==> config.mk <==
export PLATFORM = sky130hd
export DESIGN_NAME = rv32_load_ctrl
export DESIGN_NICKNAME = d
export VERILOG_FILES = /design/src/rtl/rv32_load_ctrl.sv
export SDC_FILE = /design/constraint.sdc
export NUM_CORES = 1
export LEC_CHECK = 0
export CAP_MARGIN = 20
export CORE_UTILIZATION = 45
export CTS_CLUSTER_SIZE = 8
export DETAILED_ROUTE_END_ITERATION = 12
export PLACE_DENSITY = 0.89
export SYNTH_ARGS = -nofsm -noshare
export SYNTH_HDL_FRONTEND = slang
export SYNTH_SLANG_ARGS = --single-unit
==> constraint.sdc <==
create_clock -name clk -period 4.1 [get_ports clk]
set_input_delay 0.82 -clock clk [delete_from_list [all_inputs] [get_ports clk]]
set_output_delay 0.82 -clock clk [all_outputs]
set_load 0.1 [all_outputs]
==> src/rtl/rv32_load_ctrl.sv <==
// RV32I load-unit controller: decodes LB/LH/LW/LBU/LHU, checks alignment,
// runs one request/grant/response read on the data port and extends the result.
module rv32_load_ctrl #(
    parameter int TIMEOUT = 255,
    parameter int CNT_W   = 8
) (
    input  logic        clk,
    input  logic        rst,
    input  logic        in_valid,
    output logic        in_ready,
    input  logic [31:0] in_instr,
    input  logic [31:0] in_rs1,
    output logic        mem_req,
    output logic [31:0] mem_addr,
    output logic [3:0]  mem_be,
    input  logic        mem_gnt,
    input  logic        mem_rvalid,
    input  logic [31:0] mem_rdata,
    input  logic        mem_err,
    output logic        out_valid,
    input  logic        out_ready,
    output logic        out_we,
    output logic [4:0]  out_rd,
    output logic [31:0] out_data,
    output logic [1:0]  out_exc,
    output logic [31:0] out_addr
);

    typedef enum logic [1:0] {
        S_IDLE,
        S_REQ,
        S_WAIT,
        S_RESP
    } state_t;

    localparam logic [6:0] OPC_LOAD  = 7'b0000011;
    localparam logic [1:0] EXC_NONE  = 2'b00;
    localparam logic [1:0] EXC_MISAL = 2'b01;
    localparam logic [1:0] EXC_ILL   = 2'b10;
    localparam logic [1:0] EXC_BUS   = 2'b11;
    localparam logic [CNT_W-1:0] TIMEOUT_CNT = CNT_W'(TIMEOUT);

    state_t            state_q, state_d;
    logic [31:0]       ea_q, ea_d;
    logic [31:0]       data_q, data_d;
    logic [2:0]        f3_q, f3_d;
    logic [4:0]        rd_q, rd_d;
    logic [1:0]        exc_q, exc_d;
    logic [3:0]        be_q, be_d;
    logic [CNT_W-1:0]  cnt_q, cnt_d;

    logic [31:0]       eaIn;
    logic [2:0]        f3In;
    logic              illegalIn;
    logic              misalignedIn;
    logic [3:0]        beIn;
    logic [31:0]       lane;
    logic [31:0]       extracted;
    logic              unused_rs1_idx;

    assign unused_rs1_idx = ^in_instr[19:15];

    assign eaIn = in_rs1 + {{20{in_instr[31]}}, in_instr[31:20]};
    assign f3In = in_instr[14:12];

    always_comb begin
        illegalIn    = (in_instr[6:0] != OPC_LOAD) ||
                       (f3In == 3'b011) || (f3In == 3'b110) || (f3In == 3'b111);
        misalignedIn = ((f3In[1:0] == 2'b01) && eaIn[0]) ||
                       ((f3In[1:0] == 2'b10) && (eaIn[1:0] != 2'b00));
        case (f3In[1:0])
            2'b00:   beIn = 4'b0001 << eaIn[1:0];
            2'b01:   beIn = 4'b0011 << eaIn[1:0];
            default: beIn = 4'b1111;
        endcase
    end

    // The addressed byte/half is shifted down to bit 0 before extension.
    assign lane = mem_rdata >> {ea_q[1:0], 3'b000};

    always_comb begin
        case (f3_q)
            3'b000:  extracted = {{24{lane[7]}}, lane[7:0]};
            3'b100:  extracted = {24'h000000, lane[7:0]};
            3'b001:  extracted = {{16{lane[15]}}, lane[15:0]};
            3'b101:  extracted = {16'h0000, lane[15:0]};
            default: extracted = lane;
        endcase
    end

    always_ff @(posedge clk or posedge rst) begin
        if (rst) begin
            state_q <= S_IDLE;
            ea_q    <= '0;
            data_q  <= '0;
            f3_q    <= '0;
            rd_q    <= '0;
            exc_q   <= EXC_NONE;
            be_q    <= '0;
            cnt_q   <= '0;
        end else begin
            state_q <= state_d;
            ea_q    <= ea_d;
            data_q  <= data_d;
            f3_q    <= f3_d;
            rd_q    <= rd_d;
            exc_q   <= exc_d;
            be_q    <= be_d;
            cnt_q   <= cnt_d;
        end
    end

    always_comb begin
        state_d = state_q;
        ea_d    = ea_q;
        data_d  = data_q;
        f3_d    = f3_q;
        rd_d    = rd_q;
        exc_d   = exc_q;
        be_d    = be_q;
        cnt_d   = cnt_q;

        case (state_q)
            S_IDLE: begin
                if (in_valid) begin
                    ea_d   = eaIn;
                    f3_d   = f3In;
                    rd_d   = in_instr[11:7];
                    data_d = '0;
                    cnt_d  = '0;
                    if (illegalIn) begin
                        exc_d   = EXC_ILL;
                        be_d    = '0;
                        state_d = S_RESP;
                    end else if (misalignedIn) begin
                        exc_d   = EXC_MISAL;
                        be_d    = '0;
                        state_d = S_RESP;
                    end else begin
                        exc_d   = EXC_NONE;
                        be_d    = beIn;
                        state_d = S_REQ;
                    end
                end
            end
            S_REQ: begin
                if (mem_gnt) begin
                    cnt_d   = '0;
                    state_d = S_WAIT;
                end
            end
            S_WAIT: begin
                // cnt_d counts WAIT cycles including the current one.
                cnt_d = cnt_q + 1'b1;
                if (mem_rvalid) begin
                    state_d = S_RESP;
                    if (mem_err) begin
                        exc_d  = EXC_BUS;
                        data_d = '0;
                    end else begin
                        data_d = extracted;
                    end
                end else if (cnt_d == TIMEOUT_CNT) begin
                    exc_d   = EXC_BUS;
                    data_d  = '0;
                    state_d = S_RESP;
                end
            end
            S_RESP: begin
                if (out_ready) begin
                    state_d = S_IDLE;
                end
            end
            default: state_d = S_IDLE;
        endcase
    end

    assign in_ready  = (state_q == S_IDLE);
    assign mem_req   = (state_q == S_REQ);
    assign mem_addr  = {ea_q[31:2], 2'b00};
    assign mem_be    = be_q;
    assign out_valid = (state_q == S_RESP);
    assign out_we    = out_valid && (exc_q == EXC_NONE) && (rd_q != 5'd0);
    assign out_rd    = rd_q;
    assign out_data  = data_q;
    assign out_exc   = exc_q;
    assign out_addr  = ea_q;

endmodule

==> reports/results.ini <==
[clock_tree]
path_clk_slew_ns = 0.07
hold_buffers = 0
cts_resized = 0
cts_buffers = 9
clock_sink_count = 88
post_cts.repair.setup_buffers = 0
cts_root_buf = clkbuf_16
clk_path_buf_depth = 2
cts_tree = built
clock_latency_ns = 0.35
htreeDepth = 3

[critical_path]
cp-start-kind = input port
crit_fanout = 17
cp-startpoint = in_instr[31]
critPathMostFrequentCell = o21ai_0
reg2reg_from = cnt_q[1]$_DFFE_PP0P_
crit_arrival_ns = 3.65
cp_cell_sequence = clkdlybuf4s50_1 > buf_4 > ha_1 > a21o_1 > a211oi_1 > o21ai_0 > a21oi_1 > a41oi_1 > xnor2_1 > o21ai_0
slowest_stage = clkdlybuf4s50_1
end_kind = flip-flop
path_buf_inv = 2
critPathRequiredTime_ns = 4.29
cpLargestDelayFamily = compound AO/OA/AOI/OAI gates
path_class = in2reg
crit_path_max_incr_delay_ns = 0.63

[cells_and_area]
antennaDiodeCount = 0
final_cell_mix = clkdlybuf4s50_1 (203), nand2_1 (138), dfrtp_1 (88)
fillers = 1123
area_growth_pct = 36.4
drive_gt1_share_pct = 5.45
fin_nets = 1035
final_common_cell = clkdlybuf4s50_1
finish.instance_area_sq_um = 8600

[floorplanning]
die_h_um = 120
die_width_um = 120
dieArea_sq_um = 14500
io_pins = 214
core_sq_um = 13500
fp-row-count = 42
start_util_pct = 46.9

[sta]
setup_viol = 0
max_slew_margin_pct = 30.6
finalWorstPathRequiredPeriod_ns = 3.46
final-max-slew-violation-count = 0
setup_ws_ns = 0.642
period_share_pct = 84.3
tightest_slew_ns = 1.04
hold_ws_ns = 0.480
tns_ns = 0
hold_viol = 0
fmax_mhz = 289
clock-skew-final_ns = 0.00569
rsz0062_at_grt = false

[yosys]
ys_types = 71
avgSynthCellArea_sq_um = 8.53
synth_simple_gate_area_share_pct = 17.9
yosysWarningCount = 0
synth_top_cell_area_share_pct = 34.9
async_flop_share_pct = 100
synth_compound_area_share_pct = 25.5
synth_top_family_by_area = compound AO/OA/AOI/OAI gates
synth_fa_ha_area_share_pct = 7.66
synth_cells = 739
yosysSeqAreaShare_pct = 34.9
synth_edf_count = 0
synthFlopType = dfrtp_1
synth_xor_area_share_pct = 3.47
syn_area_sq_um = 6300
synth-seq-cells = 88
synth_top_area_cell = dfrtp_1
synth.area.mux_share_pct = 3.04
synth_top_cells_by_area = dfrtp_1 (35%), nand2_1 (8.3%), ha_1 (7.3%), o21ai_0 (5.3%), buf_4 (3.9%)

[route]
avgRoutedWirePerCell_um = 16.5
route.vias.total = 6104
drc = 0
drt_wl_total_um = 17800
first_pass_iters = 6
via_per_inst = 5.68
ant_nets = 0
drtIter0Drc = 481

[grt]
grt_max_degree = 75
grt_overflow = 0
grt_pass1_vias = 5879
antenna_found_initial = 0
grt_pass1_wl_um = 28500
grtUsageTotal_pct = 24.6

[place]
place_ws_ns = 0.305
dp_hpwl_um = 13200
placedInstanceArea_sq_um = 8260
numPortBuffers = 206
place.gp.congestion = 0.877

[min_path]
min_from = out_data[14]$_DFFE_PP0P_
min_path_type = reg2reg

[run]
cap_violations = 0

[run_status]
outcome = finished, final reports clean

## stage by stage
step	utilization (%)	instances
after CTS	63.8	1074
after global routing	63.9	1075
after floorplan	-	740
after detailed placement	61.4	1058
final	63.9	1075
after global placement	61.4	1058
## cell families after synthesis
| logic type | after synthesis |
|---|---|
| muxes | 19 |
| DFF | 88 |
| adders and majority gates | 38 |
| and+or+nand+nor | 242 |
| AOI/OAI and AO/OA | 235 |
| buffers and inverters | 91 |
| other | 1 |
| xor gates and xnor gates | 25 |
## area by class of cell
type,count,area (sq um),area share (%)
Sequential cell,88,2200,25.6
Tap cell,176,220,2.56
Inverter,20,76.3,0.888
Timing Repair Buffer,214,2140,24.9
Multi-Input combinational cell,561,3640,42.4
Clock inverter,6,76.3,0.888
Clock buffer,10,239,2.78
## tightest hold or removal path, cell delays in order, from the launching register on
cell and delay, ns:
dfrtp_1 0.34, nand2_1 0.05, o31ai_1 0.06
## final timing paths
| path | slack, ns | endpoint | cells past startpoint |
|---|---|---|---|
| max in group asynchronous | 2.55 | out_addr[28]$_DFFE_PP0P_ | 4 |
| min | 0.48 | out_data[14]$_DFFE_PP0P_ | 2 |
| max | 0.64 | out_addr[29]$_DFFE_PP0P_ | 10 |
| max reg2reg | 1.32 | out_data[20]$_DFFE_PP0P_ | 8 |
| min in group asynchronous | 0.77 | out_data[1]$_DFFE_PP0P_ | 2 |
| min reg2reg | 0.48 | out_data[14]$_DFFE_PP0P_ | 2 |
## synthesized netlist by cell type (3+ instances only)
library cell	n
nand2_1	139
dfrtp_1	88
o21ai_0	67
a21oi_1	44
ha_1	37
buf_4	33
clkbuf_1	30
nor2_1	27
inv_1	20
mux2i_1	18
o31ai_1	18
a21o_1	17
a22o_1	16
nor3_1	14
xnor2_1	14
nor2b_1	12
nand3_1	11
xor2_1	11
a211oi_1	9
o21a_1	8
a2111oi_0	7
nand4_1	7
a31oi_1	5
o211ai_1	5
o21bai_1	5
a211o_1	4
and4_1	4
buf_1	4
buf_2	4
o21ai_1	4
nand3b_1	3
nor3b_1	3
or2_2	3
or3_1	3
## metal layers
layer	part of all wire, %	GRT usage, %	vias to the layer above	wire [um]
met3	6.0	3.68	33	1070
li1	-	-	2939	-
met5	0	0	-	0
met4	2.6	9.95	0	469
met2	49	42.7	244	8790
met1	42	30.6	2888	7420
## state kept, by name, summed over array words and instances, names as in the netlist
register and count:
out_data 32, mem_be 4, f3_q 3, state_q 2
out_rd 5, out_exc 2, out_addr 32, cnt_q 8
Power is not shown: default switching activity piles up to over one toggle a cycle in this logic, so the estimate is an artifact.
